--- src/rtl/imem_loader_pkg.sv ---
// Shared constants, state encodings and frame helpers for the instruction-memory loader.
package loader_pkg;

   localparam int DEPTH  = 32;
   localparam int ADDR_W = 5;
   localparam int CNT_W  = ADDR_W + 1;
   localparam int BYTE_W = 8;
   localparam int WORD_W = 32;

   typedef logic [2:0] state_t;

   localparam state_t S_IDLE  = 3'd0;
   localparam state_t S_COUNT = 3'd1;
   localparam state_t S_DATA  = 3'd2;
   localparam state_t S_WRITE = 3'd3;
   localparam state_t S_CHECK = 3'd4;
   localparam state_t S_DONE  = 3'd5;
   localparam state_t S_ERROR = 3'd6;

   // A frame may carry between one and DEPTH words.
   function automatic logic count_ok(input logic [BYTE_W-1:0] n);
      return (n != 8'd0) && (n <= 8'(DEPTH));
   endfunction

endpackage

--- src/rtl/imem_loader_byte_packer.sv ---
// Packs bytes MSB-first into a word and keeps the running XOR of every shifted byte.
module byte_packer
   import loader_pkg::*;
(
   input  logic              i_clk,
   input  logic              i_rst,
   input  logic              i_clear,
   input  logic              i_shift,
   input  logic [BYTE_W-1:0] i_byte,
   output logic [WORD_W-1:0] o_word,
   output logic              o_word_full,
   output logic [BYTE_W-1:0] o_xor_sum
);

   logic [WORD_W-BYTE_W-1:0] r_word;
   logic [1:0]               r_idx;
   logic [BYTE_W-1:0]        r_xor;

   // Shift register, byte index and checksum accumulator.
   always_ff @(posedge i_clk or posedge i_rst) begin
      if (i_rst) begin
         r_word <= 24'd0;
         r_idx  <= 2'd0;
         r_xor  <= 8'd0;
      end else if (i_clear) begin
         r_word <= 24'd0;
         r_idx  <= 2'd0;
         r_xor  <= 8'd0;
      end else if (i_shift) begin
         r_word <= {r_word[WORD_W-2*BYTE_W-1:0], i_byte};
         r_idx  <= r_idx + 2'd1;
         r_xor  <= r_xor ^ i_byte;
      end
   end

   // Only three bytes are stored; the word is complete when the fourth is being shifted in.
   assign o_word      = {r_word, i_byte};
   assign o_word_full = i_shift && (r_idx == 2'd3);
   assign o_xor_sum   = r_xor;

endmodule

--- src/rtl/imem_loader.sv ---
// Write side of the instruction memory: receives a framed byte stream and loads it word by word.
module imem_loader
   import loader_pkg::*;
(
   input  logic              i_clk,
   input  logic              i_rst,
   input  logic              i_load_start,
   input  logic              i_in_valid,
   input  logic [BYTE_W-1:0] i_in_data,
   output logic              o_in_ready,
   output logic              o_mem_we,
   output logic [ADDR_W-1:0] o_mem_addr,
   output logic [WORD_W-1:0] o_mem_wdata,
   output logic              o_busy,
   output logic              o_done,
   output logic              o_error,
   output logic [CNT_W-1:0]  o_words_loaded
);

   state_t              r_state;
   logic                r_in_ready;
   logic                r_mem_we;
   logic [ADDR_W-1:0]   r_mem_addr;
   logic [WORD_W-1:0]   r_mem_wdata;
   logic                r_busy;
   logic                r_done;
   logic                r_error;
   logic [CNT_W-1:0]    r_words_loaded;
   logic [CNT_W-1:0]    r_count;

   logic                w_hs;
   logic                w_arm;
   logic                w_shift;
   logic [WORD_W-1:0]   w_word;
   logic                w_word_full;
   logic [BYTE_W-1:0]   w_xor_sum;
   logic [CNT_W-1:0]    w_words_next;

   // in_ready is high exactly in COUNT/DATA/CHECK, so it doubles as the accept qualifier.
   assign w_hs         = i_in_valid && r_in_ready;
   assign w_arm        = i_load_start &&
                         ((r_state == S_IDLE) || (r_state == S_DONE) || (r_state == S_ERROR));
   assign w_shift      = w_hs && (r_state == S_DATA);
   assign w_words_next = r_words_loaded + CNT_W'(1);

   byte_packer u_packer (
      .i_clk       (i_clk),
      .i_rst       (i_rst),
      .i_clear     (w_arm),
      .i_shift     (w_shift),
      .i_byte      (i_in_data),
      .o_word      (w_word),
      .o_word_full (w_word_full),
      .o_xor_sum   (w_xor_sum)
   );

   // Load FSM; every output is a register updated alongside the state.
   always_ff @(posedge i_clk or posedge i_rst) begin
      if (i_rst) begin
         r_state        <= S_IDLE;
         r_in_ready     <= 1'b0;
         r_mem_we       <= 1'b0;
         r_mem_addr     <= '0;
         r_mem_wdata    <= 32'd0;
         r_busy         <= 1'b0;
         r_done         <= 1'b0;
         r_error        <= 1'b0;
         r_words_loaded <= '0;
         r_count        <= '0;
      end else begin
         r_mem_we <= 1'b0;
         case (r_state)
            S_IDLE, S_DONE, S_ERROR: begin
               if (w_arm) begin
                  r_state        <= S_COUNT;
                  r_in_ready     <= 1'b1;
                  r_busy         <= 1'b1;
                  r_done         <= 1'b0;
                  r_error        <= 1'b0;
                  r_words_loaded <= '0;
                  r_mem_addr     <= '0;
               end
            end
            S_COUNT: begin
               if (w_hs) begin
                  if (count_ok(i_in_data)) begin
                     r_count <= i_in_data[CNT_W-1:0];
                     r_state <= S_DATA;
                  end else begin
                     r_state    <= S_ERROR;
                     r_error    <= 1'b1;
                     r_busy     <= 1'b0;
                     r_in_ready <= 1'b0;
                  end
               end
            end
            S_DATA: begin
               if (w_word_full) begin
                  r_state     <= S_WRITE;
                  r_in_ready  <= 1'b0;
                  r_mem_we    <= 1'b1;
                  r_mem_wdata <= w_word;
               end
            end
            S_WRITE: begin
               r_words_loaded <= w_words_next;
               r_in_ready     <= 1'b1;
               // The address stays on the last word so it never wraps at full depth.
               if (w_words_next == r_count) begin
                  r_state <= S_CHECK;
               end else begin
                  r_state    <= S_DATA;
                  r_mem_addr <= r_mem_addr + ADDR_W'(1);
               end
            end
            S_CHECK: begin
               if (w_hs) begin
                  r_in_ready <= 1'b0;
                  r_busy     <= 1'b0;
                  if (i_in_data == w_xor_sum) begin
                     r_state <= S_DONE;
                     r_done  <= 1'b1;
                  end else begin
                     r_state <= S_ERROR;
                     r_error <= 1'b1;
                  end
               end
            end
            default: begin
               r_state    <= S_IDLE;
               r_in_ready <= 1'b0;
               r_busy     <= 1'b0;
            end
         endcase
      end
   end

   assign o_in_ready     = r_in_ready;
   assign o_mem_we       = r_mem_we;
   assign o_mem_addr     = r_mem_addr;
   assign o_mem_wdata    = r_mem_wdata;
   assign o_busy         = r_busy;
   assign o_done         = r_done;
   assign o_error        = r_error;
   assign o_words_loaded = r_words_loaded;

endmodule

--- config.mk ---
export PLATFORM = sky130hd
export DESIGN_NAME = imem_loader
export DESIGN_NICKNAME = d
export VERILOG_FILES = /design/src/rtl/imem_loader_pkg.sv /design/src/rtl/imem_loader_byte_packer.sv /design/src/rtl/imem_loader.sv
export SDC_FILE = /design/constraint.sdc
export NUM_CORES = 1
export LEC_CHECK = 0
export BUFFER_PORTS_ARGS = -buffer_cell sky130_fd_sc_hd__buf_4
export CAP_MARGIN = 5
export CELL_PAD_IN_SITES_DETAIL_PLACEMENT = 1
export CELL_PAD_IN_SITES_GLOBAL_PLACEMENT = 1
export CORE_MARGIN = 5
export CORE_UTILIZATION = 41
export DETAILED_ROUTE_END_ITERATION = 7
export HOLD_SLACK_MARGIN = 0.15
export PLACE_DENSITY = 0.76
export SYNTH_ARGS = -nofsm -noshare
export SYNTH_HDL_FRONTEND = slang
export SYNTH_HIERARCHICAL = 1
export SYNTH_SLANG_ARGS = --single-unit
--- constraint.sdc ---
create_clock -name i_clk -period 2.4 [get_ports i_clk]
set_input_delay 0.12 -clock i_clk [delete_from_list [all_inputs] [get_ports i_clk]]
set_output_delay 0.12 -clock i_clk [all_outputs]
set_load 0.05 [all_outputs]
==> reports/metrics.csv, run 1 <==
stage,metric,value,unit
grt,global-route wire length before repair,17.9,mm
cells_and_area,area used by sequential logic in the layout,2280,um2
synth,most instantiated cells after synthesis,"sky130_fd_sc_hd__dfrtp_1 (91), sky130_fd_sc_hd__nor2_1 (37), sky130_fd_sc_hd__mux2_2 (33)",
clocking,number of sinks driven by the clock tree,91,
floorplan,standard cell core area,10400,um2
clocking,number of buffers added by the clock tree synthesis step,9,
grt,vias in the first global route,3488,
critical_path,"Req. time, crit path",2.64,ns
synth,area share of the largest cell type after synthesis,51.7,%
power,register share of total power,40.0,%
synth,average instance area after synthesis,11.5,um2
clocking,clock input transition at the sequential cells of the worst setup and hold paths,0.09,ns
critical_path,FF-to-FF setup slack,0.25,ns
floorplan,number of ports placed on the die boundary,60,
placement,DP Cell Count,561,
routing,total detailed-routing wirelength,10.5,mm
critical_path,startpoint types,input pin,
cells_and_area,"Cell Count, Final, Fillers Out",585,
timing,setup repair after global routing missed its margin,false,
synth,register bit count reported by yosys,91,
routing,remaining design rule violation count,0,
timing,timing-limited maximum frequency,0.445,GHz
power,PwrDens,1140,nW/um2
clocking,cell at the root of the clock tree,sky130_fd_sc_hd__clkbuf_8,
synth,number of synthesis warnings,6,
critical_path,data arrival time of the critical path,2.49,ns
power,Internal Pwr Total,0.00341,W
placement,placed instance area,4930,um2
run_status,run status,"finished, final reports clean",
cells_and_area,ANT cells,0,
synth,gate count after technology mapping,383,
timing,number of failing hold endpoints at the final stage,0,
timing,clock period minus worst slack,2.25,ns
routing,1st-iter DRT viols,162,
timing,final clock period utilization by the worst path,93.7,%
timing,Setup-failing EPs final,0,
floorplan,DIE AREA,12900,um2
clocking,TritonCTS clock tree,yes,
routing,mean routed wirelength per cell,17.9,um
synth,post-synthesis cell type with the largest combined area,sky130_fd_sc_hd__dfrtp_1,
synth,async set-reset flop share out of synthesis,100,%
timing,worst slew margin relative to its limit,48.3,%
grt,leftover overflow at the end of global routing,0,
synth,Mapped Area,4400,um2
synth,cell types occupying the most area after synthesis,"sky130_fd_sc_hd__dfrtp_1 (52%), sky130_fd_sc_hd__mux2_2 (8.4%), sky130_fd_sc_hd__mux2i_1 (5.7%)",
power,reported leakage power,2.48,nW
cells_and_area,post-synthesis to final-layout area growth,18.5,%
floorplan,horizontal die dimension,114,um
power,clock network fraction of total power,18.0,%
power,power spent charging and discharging nets,0.00251,W
timing,transition time of the tightest slew-check pin,0.774,ns
clocking,clock latency at the later pin of the worst-skew pair,0.36,ns
placement,dpl hpwl,7.32,mm
synth,number of enable flip-flop cells after synthesis,0,
routing,vias,3127,
synth,primary flip-flop cell chosen by synthesis mapping,sky130_fd_sc_hd__dfrtp_1,
synth,most repeated cell in the gate-level netlist after synthesis,sky130_fd_sc_hd__dfrtp_1,
synth,part of the Yosys area used for sequential elements,51.7,%
power,overall power consumption,0.00593,W
clocking,number of gates resized after cts,0,
placement,Routability Congestion,0.850,
timing,skew final,0.0154,ns
power,IR Drop Worst-Case VDD,0.530,mV
cells_and_area,multi-input gate area in the final layout,1920,um2
critical_path,Worst Setup SP,i_in_data[1],
critical_path,endpoint kind of the worst setup timing path,register,
routing,detailed-routing iteration count for the pre-antenna-repair pass,4,
critical_path,termination of the worst setup path,r_count[3]$_DFFE_PP0P_,
cells_and_area,fill cell instance count of the final layout,1148,
cells_and_area,share of cells above drive strength 1,32.3,%
critical_path,depth of the worst register-to-register path,7,
critical_path,worst-path maximum fanout,7,
power,combinational share of power,42.0,%
worst_hold_path,path class of the lowest-slack min-delay path,in2reg,
cells_and_area,cell area after layout,5220,um2
clocking,Max Root-Sink Buffers,2,
floorplan,site row count,37,
grt,total routing resource utilization after global routing,17.1,%
routing,remaining antenna violation count after routing,0,
routing,vias per cell,5.35,
cells_and_area,post-layout net count,460,
critical_path,critical path type,in2reg,
synth,net count of the mapped netlist,398,
floorplan,height of the die,114,um
timing,final slew viol count,0,
flow_run,reported max-cap violation count,0,
grt,initial antenna violation count,0,
power,switching part of the total,42.4,%
synth,synth unique cells,56,
critical_path,worst r2r dst,o_mem_addr[3]$_DFFE_PP0P_,
timing,Total Negative Setup Slacks,0,ns
clocking,H-tree levels,3,
placement,input/output buffers,59,
critical_path,launch point of the worst reg-to-reg path,o_words_loaded[0]$_DFFE_PP0P_,
grt,largest net degree at the start of global routing,43,
floorplan,starting density of the core,42.3,%
==> timing repair <==
action,CTS,global route
hold buffers,9,0
buffers inserted,0,0
endpoints found under the hold margin,70,0
==> worst min-delay path by stage <==
stage               slack [ns]         start                                 to  cells past startpoint
global route              0.18  i_load_start                 o_busy$_DFFE_PP0P_                      3
CTS                       0.18  i_load_start                 o_busy$_DFFE_PP0P_                      3
global placement          0.20         i_rst        o_mem_wdata[21]$_DFFE_PP0P_                      2
floorplan                 0.26         i_rst  u_packer/o_xor_sum[0]$_DFFE_PP0P_                      1
finish                    0.19  i_load_start                 o_busy$_DFFE_PP0P_                      3
detailed placement        0.22         i_rst        o_mem_wdata[21]$_DFFE_PP0P_                      2
==> per-stage QoR <==
stage | hold slack (ns) | worst slack, ns | utilization (%)
after floorplan | 0.262 | 0.00418 | -
final | 0.188 | 0.152 | 50.1
after global placement | 0.201 | 0.350 | 47.3
after global routing | 0.180 | 0.0403 | 50.1
after CTS | 0.178 | 0.169 | 50.1
after detailed placement | 0.219 | 0.287 | 47.3
==> per-layer routing <==
layer	track usage [%]	vias up	routed length [um]
met5	0	-	0
met4	3.85	0	115
met3	3.34	12	415
met2	28.7	63	5070
met1	22.9	1587	4860
li1	-	1465	-
==> kinds of logic after synthesis <==
family / Yosys count / synth area share, %
xor gates and xnor gates: 16 / 3.18
DFF: 91 / 51.7
adders and majority gates: 4 / 1.08
AOI/OAI and AO/OA: 67 / 10.6
muxes: 64 / 16.2
buffers and inverters: 36 / 5.11
and+or+nand+nor: 105 / 12.1
==> sequential cells by signal, indices dropped and copies added, names as in the netlist <==
register / cells
u_packer/r_idx: 2
o_mem_addr: 5
u_packer/o_xor_sum: 8
o_mem_we: 1
r_count: 6
u_packer/r_word: 24
o_in_ready: 1
o_error: 1
o_mem_wdata: 32
r_state: 3
o_busy: 1
o_done: 1
o_words_loaded: 6
==> critical path, cell delays in order <==
cell and delay, ns:
sky130_fd_sc_hd__dlygate4sd3_1 0.54, sky130_fd_sc_hd__buf_4 0.17, sky130_fd_sc_hd__or4_1 0.54, sky130_fd_sc_hd__o21ai_0 0.24, sky130_fd_sc_hd__and4_4 0.27, sky130_fd_sc_hd__nor2b_4 0.28
sky130_fd_sc_hd__mux2_4 0.33
==> power by group through the flow <==
stage / logic (W) / registers [W] / clock network [W]
after floorplan: 0.00143 / 0.00274 / 0
after global placement: 0.00240 / 0.00236 / 0
after detailed placement: 0.00249 / 0.00239 / 0
after CTS: 0.00251 / 0.00237 / 0.00109
after global routing: 0.00271 / 0.00244 / 0.00118
final: 0.00249 / 0.00237 / 0.00107
==> placed cells by master, fill, tap and decap left out, types with 2 or more instances in the layout <==
cell type,n
sky130_fd_sc_hd__o21ai_0,13
sky130_fd_sc_hd__mux2_2,33
sky130_fd_sc_hd__nor2_4,2
sky130_fd_sc_hd__nand2_1,19
sky130_fd_sc_hd__nor3_1,6
sky130_fd_sc_hd__nor2_1,34
sky130_fd_sc_hd__xor2_1,12
sky130_fd_sc_hd__buf_4,72
sky130_fd_sc_hd__a21oi_2,5
sky130_fd_sc_hd__or2_2,3
sky130_fd_sc_hd__o22ai_1,2
sky130_fd_sc_hd__a31oi_1,2
sky130_fd_sc_hd__mux2i_1,25
sky130_fd_sc_hd__mux2_4,6
sky130_fd_sc_hd__nor3b_1,2
sky130_fd_sc_hd__nand3b_1,10
sky130_fd_sc_hd__nand3_1,6
sky130_fd_sc_hd__dlygate4sd3_1,9
sky130_fd_sc_hd__o211ai_1,4
sky130_fd_sc_hd__a21oi_1,15
sky130_fd_sc_hd__a21bo_1,5
sky130_fd_sc_hd__clkinvlp_4,2
sky130_fd_sc_hd__inv_1,5
sky130_fd_sc_hd__a21bo_2,3
sky130_fd_sc_hd__o31ai_1,3
sky130_fd_sc_hd__o22a_1,2
sky130_fd_sc_hd__nor4_1,2
sky130_fd_sc_hd__xnor2_1,4
sky130_fd_sc_hd__and2_1,3
sky130_fd_sc_hd__ha_1,3
sky130_fd_sc_hd__nand4_1,4
sky130_fd_sc_hd__nor2b_1,6
sky130_fd_sc_hd__clkbuf_8,9
sky130_fd_sc_hd__dfrtp_1,90
==> layout make-up <==
| class | count | area share (%) |
|---|---|---|
| Sequential cell | 91 | 43.7 |
| Multi-Input combinational cell | 256 | 36.8 |
| Timing Repair Buffer | 81 | 12.1 |
| Tap cell | 136 | 3.26 |
| Clock buffer | 9 | 2.37 |
| Clock inverter | 6 | 1.41 |
| Inverter | 6 | 0.432 |
Note: power is estimated with default switching activity, not from simulation.
==> inputs of run 2 (changes only) <==
--- a/config.mk
+++ b/config.mk
@@ -7,13 +7,12 @@
 export LEC_CHECK = 0
 export BUFFER_PORTS_ARGS = -buffer_cell sky130_fd_sc_hd__buf_4
 export CAP_MARGIN = 5
-export CELL_PAD_IN_SITES_DETAIL_PLACEMENT = 1
-export CELL_PAD_IN_SITES_GLOBAL_PLACEMENT = 1
 export CORE_MARGIN = 5
-export CORE_UTILIZATION = 41
+export CORE_UTILIZATION = 50
+export CTS_BUF_LIST = sky130_fd_sc_hd__clkbuf_4 sky130_fd_sc_hd__clkbuf_8
 export DETAILED_ROUTE_END_ITERATION = 7
 export HOLD_SLACK_MARGIN = 0.15
-export PLACE_DENSITY = 0.76
+export PLACE_DENSITY = 0.75
 export SYNTH_ARGS = -nofsm -noshare
 export SYNTH_HDL_FRONTEND = slang
 export SYNTH_HIERARCHICAL = 1
==> reports/metrics.csv, run 2 (same netlist as run 1, synthesis figures left out) <==
stage,metric,value,unit
floorplan,starting density of the core,51.0,%
critical_path,FF-to-FF setup slack,0.34,ns
flow_run,reported max-cap violation count,0,
cells_and_area,Largest register FFs,32,
cells_and_area,most frequent cells in the layout,"sky130_fd_sc_hd__dfrtp_1 (90), sky130_fd_sc_hd__buf_4 (69), sky130_fd_sc_hd__nor2_1 (34)",
timing,number of failing hold endpoints at the final stage,0,
critical_path,standard cell with the maximum stage delay on the critical path,sky130_fd_sc_hd__dlygate4sd3_1,
grt,total routing resource utilization after global routing,17.7,%
clocking,TritonCTS clock tree,yes,
floorplan,site row count,34,
critical_path,"Req. time, crit path",2.65,ns
clocking,cts-stage hold buffer count,10,
run_status,run status,"finished, final reports clean",
power,overall power consumption,0.00587,W
critical_path,total stage count of the critical path,7,
grt,initial antenna violation count,0,
routing,remaining antenna violation count after routing,0,
timing,Total Negative Setup Slacks,0,ns
placement,placed instance area,4890,um2
placement,dpl hpwl,6.41,mm
grt,vias in the first global route,3227,
clocking,number of sinks driven by the clock tree,91,
routing,vias,3090,
clocking,cell at the root of the clock tree,sky130_fd_sc_hd__clkbuf_8,
routing,vias per cell,5.55,
critical_path,"Critical Path, Cell by Cell",dlygate4sd3_1 -> buf_4 -> or4_1 -> o21ai_0 -> and4_4 -> nor2b_4 -> mux2_4,
routing,detailed-routing iteration count for the pre-antenna-repair pass,4,
cells_and_area,share of cells above drive strength 1,32.1,%
critical_path,critical path type,in2reg,
routing,mean routed wirelength per cell,16.4,um
critical_path,worst-path maximum fanout,7,
clocking,Max Root-Sink Buffers,2,
power,PwrDens,1130,nW/um2
clocking,number of buffers added by the clock tree synthesis step,9,
clocking,number of gates resized after cts,0,
cells_and_area,most common library cell in the layout ignoring fill and taps,sky130_fd_sc_hd__dfrtp_1,
timing,skew final,0.0132,ns
timing,"crit path setup slack, layout",0.163,ns
routing,remaining design rule violation count,0,
placement,Post-Place Setup Slack,0.354,ns
floorplan,number of ports placed on the die boundary,60,
critical_path,termination of the worst setup path,r_count[4]$_DFFE_PP0P_,
worst_hold_path,path class of the lowest-slack min-delay path,in2async,
placement,input/output buffers,59,
timing,setup repair after global routing missed its margin,false,
critical_path,endpoint kind of the worst setup timing path,register,
critical_path,Worst Setup SP,i_in_data[1],
critical_path,worst r2r dst,o_mem_addr[3]$_DFFE_PP0P_,
cells_and_area,ANT cells,0,
grt,global-route wire length before repair,15.8,mm
floorplan,standard cell core area,8640,um2
grt,leftover overflow at the end of global routing,0,
critical_path,depth of the worst register-to-register path,7,
cells_and_area,cell area after layout,5200,um2
timing,clock period minus worst slack,2.24,ns
power,IR Drop Worst-Case VDD,0.562,mV
timing,worst slew margin relative to its limit,60.7,%
timing,Fin Hold WS,0.373,ns
routing,1st-iter DRT viols,149,
timing,transition time of the tightest slew-check pin,0.589,ns
clocking,clock input transition at the sequential cells of the worst setup and hold paths,0.09,ns
critical_path,startpoint types,input pin,
cells_and_area,post-layout net count,459,
floorplan,height of the die,104,um
critical_path,number of buffers and inverters on the critical path,2,
grt,largest net degree at the start of global routing,43,
floorplan,DIE AREA,10800,um2
floorplan,horizontal die dimension,104,um
critical_path,launch point of the worst reg-to-reg path,o_words_loaded[0]$_DFFE_PP0P_,
cells_and_area,post-synthesis to final-layout area growth,18.2,%
clocking,buffer count from post-CTS setup fixing,0,
clocking,clock latency at the later pin of the worst-skew pair,0.36,ns
timing,final slew viol count,0,
timing,final clock period utilization by the worst path,93.2,%
critical_path,Worst path top cell family by delay,simple AND/OR/NAND/NOR gates,
critical_path,data arrival time of the critical path,2.48,ns
critical_path,delay contributed by the slowest stage of the critical path,0.53,ns
cells_and_area,fill cell instance count of the final layout,688,
clocking,H-tree levels,3,
timing,Setup-failing EPs final,0,
timing,timing-limited maximum frequency,0.447,GHz
placement,Routability Congestion,0.832,
power,reported leakage power,2.49,nW
routing,total detailed-routing wirelength,9.14,mm
==> run 2: tightest hold or removal path, delay by kind of cell <==
family                 cells  cell delay [ns]
buffers and inverters      4             1.02
==> run 2: worst min path at each step <==
stage | cells past startpoint | slack (ns) | startpoint | end
finish | 4 | 0.37 | i_rst | o_mem_wdata[17]$_DFFE_PP0P_
global route | 4 | 0.41 | i_rst | o_mem_wdata[17]$_DFFE_PP0P_
CTS | 4 | 0.37 | i_rst | o_mem_wdata[11]$_DFFE_PP0P_
detailed placement | 3 | 0.21 | i_rst | o_mem_wdata[11]$_DFFE_PP0P_
global placement | 3 | 0.20 | i_rst | o_mem_wdata[25]$_DFFE_PP0P_
floorplan | 1 | 0.26 | i_rst | u_packer/o_xor_sum[0]$_DFFE_PP0P_
==> run 2: layout make-up <==
cell class	instances	area [um2]	share of cell area, %
multi-input combinational	256	1920	36.9
timing repair buffer	80	638	12.3
clock inverter	6	72.6	1.39
inverter	6	22.5	0.433
sequential	91	2280	43.8
clock buffer	10	138	2.65
tap	108	135	2.60
==> run 2: metrics by stage <==
stage | util, % | cells
2_1_floorplan | - | 383
3_3_place_gp | 56.7 | 531
3_5_place_dp | 56.7 | 531
4_1_cts | 60.2 | 557
5_1_grt | 60.2 | 557
6_report | 60.2 | 557
==> run 2: report_power, final <==
| group | leakage (nW) | total (W) | internal (W) | switching, W |
|---|---|---|---|---|
| registers | 1.23 | 0.00236 | 0.00197 | 0.000391 |
| clock network | 0.109 | 0.00108 | 0.000523 | 0.000561 |
| logic | 1.15 | 0.00243 | 0.000954 | 0.00147 |
| total | 2.49 | 0.00587 | 0.00345 | 0.00243 |
==> run 2: per-layer routing <==
layer	routed length, um	vias up	GRT usage [%]
li1	-	1473	-
met1	4020	1526	22.9
met2	4550	80	29.0
met3	442	11	4.60
met4	136	0	5.83
met5	0	-	0
==> inputs of run 3 (changes only) <==
--- a/config.mk
+++ b/config.mk
@@ -8,11 +8,11 @@
 export BUFFER_PORTS_ARGS = -buffer_cell sky130_fd_sc_hd__buf_4
 export CAP_MARGIN = 5
 export CORE_MARGIN = 5
-export CORE_UTILIZATION = 50
+export CORE_UTILIZATION = 30
 export CTS_BUF_LIST = sky130_fd_sc_hd__clkbuf_4 sky130_fd_sc_hd__clkbuf_8
 export DETAILED_ROUTE_END_ITERATION = 7
 export HOLD_SLACK_MARGIN = 0.15
-export PLACE_DENSITY = 0.75
+export PLACE_DENSITY = 0.5
 export SYNTH_ARGS = -nofsm -noshare
 export SYNTH_HDL_FRONTEND = slang
 export SYNTH_HIERARCHICAL = 1
==> reports/metrics.csv, run 3 (same netlist as run 1, synthesis figures left out) <==
stage,metric,value,unit
placement,Post-Place Setup Slack,0.246,ns
worst_hold_path,path class of the lowest-slack min-delay path,in2async,
routing,detailed-routing iteration count for the pre-antenna-repair pass,4,
routing,remaining antenna violation count after routing,0,
placement,placed instance area,5000,um2
critical_path,"Critical Path, Cell by Cell",dlygate4sd3_1 -> buf_4 -> or4_1 -> o21ai_0 -> and4_4 -> nor2b_4 -> mux2_4,
timing,"crit path setup slack, layout",0.123,ns
timing,skew final,0.00935,ns
clocking,number of sinks driven by the clock tree,91,
routing,vias per cell,4.82,
floorplan,site row count,44,
clocking,number of gates resized after cts,0,
floorplan,horizontal die dimension,131,um
timing,timing-limited maximum frequency,0.439,GHz
critical_path,delay contributed by the slowest stage of the critical path,0.54,ns
critical_path,endpoint kind of the worst setup timing path,register,
routing,remaining design rule violation count,0,
floorplan,DIE AREA,17200,um2
floorplan,height of the die,131,um
cells_and_area,most frequent cells in the layout,"sky130_fd_sc_hd__dfrtp_1 (90), sky130_fd_sc_hd__buf_4 (68), sky130_fd_sc_hd__nor2_1 (34)",
flow_run,reported max-cap violation count,0,
routing,total detailed-routing wirelength,10.1,mm
run_status,run status,"finished, final reports clean",
grt,vias in the first global route,3207,
critical_path,number of buffers and inverters on the critical path,2,
critical_path,Worst path top cell family by delay,simple AND/OR/NAND/NOR gates,
timing,transition time of the tightest slew-check pin,0.606,ns
clocking,clock input transition at the sequential cells of the worst setup and hold paths,0.09,ns
power,reported leakage power,2.49,nW
cells_and_area,ANT cells,0,
timing,Total Negative Setup Slacks,0,ns
critical_path,worst-path maximum fanout,7,
routing,vias,3054,
power,IR Drop Worst-Case VDD,0.467,mV
timing,final slew viol count,0,
clocking,number of buffers added by the clock tree synthesis step,9,
critical_path,data arrival time of the critical path,2.53,ns
cells_and_area,Largest register FFs,32,
clocking,TritonCTS clock tree,yes,
cells_and_area,most common library cell in the layout ignoring fill and taps,sky130_fd_sc_hd__dfrtp_1,
placement,input/output buffers,59,
grt,total routing resource utilization after global routing,12.0,%
critical_path,startpoint types,input pin,
timing,setup repair after global routing missed its margin,false,
timing,final clock period utilization by the worst path,94.9,%
clocking,H-tree levels,3,
critical_path,"Req. time, crit path",2.65,ns
cells_and_area,post-layout net count,459,
clocking,clock latency at the later pin of the worst-skew pair,0.37,ns
floorplan,starting density of the core,30.4,%
routing,mean routed wirelength per cell,15.9,um
cells_and_area,cell area after layout,5300,um2
cells_and_area,share of cells above drive strength 1,32.1,%
timing,clock period minus worst slack,2.28,ns
timing,Fin Hold WS,0.306,ns
critical_path,critical path type,in2reg,
cells_and_area,post-synthesis to final-layout area growth,20.4,%
placement,Routability Congestion,0.783,
timing,number of failing hold endpoints at the final stage,0,
grt,largest net degree at the start of global routing,43,
floorplan,number of ports placed on the die boundary,60,
grt,initial antenna violation count,0,
grt,global-route wire length before repair,16.9,mm
power,PwrDens,1110,nW/um2
grt,leftover overflow at the end of global routing,0,
timing,Setup-failing EPs final,0,
floorplan,standard cell core area,14500,um2
critical_path,standard cell with the maximum stage delay on the critical path,sky130_fd_sc_hd__dlygate4sd3_1,
clocking,Max Root-Sink Buffers,2,
clocking,cell at the root of the clock tree,sky130_fd_sc_hd__clkbuf_8,
routing,1st-iter DRT viols,151,
timing,worst slew margin relative to its limit,59.6,%
placement,dpl hpwl,6.76,mm
## run 3: repair_timing
action | 4_1_cts | 5_1_grt
buffers inserted | 0 | 0
hold buffers | 10 | 0
endpoints found under the hold margin | 122 | 0
## run 3: cell type report
cell class | instances | area [um2]
Clock buffer | 11 | 139
Tap cell | 184 | 230
Fill cell | 1458 | 9180
Multi-Input combinational cell | 256 | 1920
Sequential cell | 91 | 2280
Clock inverter | 5 | 62.6
Inverter | 6 | 22.5
Timing Repair Buffer | 80 | 651
## run 3: stage by stage
step | cells | util, % | total power (W)
floorplan | 383 | - | 0.00417
global placement | 607 | 34.5 | 0.00481
detailed placement | 607 | 34.5 | 0.00485
CTS | 633 | 36.6 | 0.00599
global route | 633 | 36.6 | 0.00632
finish | 633 | 36.6 | 0.00588
## run 3: per-layer routing
metal,share of wire (%),wire [um],GRT usage [%],vias up
met5,0,0,0,-
met4,1.1,108,3.12,0
met3,4.5,458,4.01,11
met2,45,4540,18.3,71
met1,49,4980,16.4,1515
li1,-,-,-,1457
## run 3: path summary, 6_finish.rpt
kind / startpoint / to / slack [ns] / cells past startpoint
setup / recovery: i_in_data[1] / r_count[1]$_DFFE_PP0P_ / 0.12 / 7
hold / removal: i_rst / o_mem_wdata[30]$_DFFE_PP0P_ / 0.31 / 3
setup reg to reg: o_words_loaded[0]$_DFFE_PP0P_ / o_mem_addr[3]$_DFFE_PP0P_ / 0.24 / 7
hold reg to reg: o_mem_wdata[12]$_DFFE_PP0P_ / o_mem_wdata[12]$_DFFE_PP0P_ / 0.51 / 1
max in group asynchronous: i_rst / o_words_loaded[0]$_DFFE_PP0P_ / 1.51 / 4
min in group i_clk: i_in_valid / o_done$_DFFE_PP0P_ / 0.47 / 5
## run 3: power breakdown
group | switching [W] | total (W) | internal, W
Clock | 0.000565 | 0.00108 | 0.000513
Combinational | 0.00149 | 0.00246 | 0.000969
Sequential | 0.000371 | 0.00234 | 0.00197
## run 3: worst min-delay path: stages
cell and delay, ns:
sky130_fd_sc_hd__dlygate4sd3_1 0.54, sky130_fd_sc_hd__buf_4 0.14, sky130_fd_sc_hd__inv_2 0.31
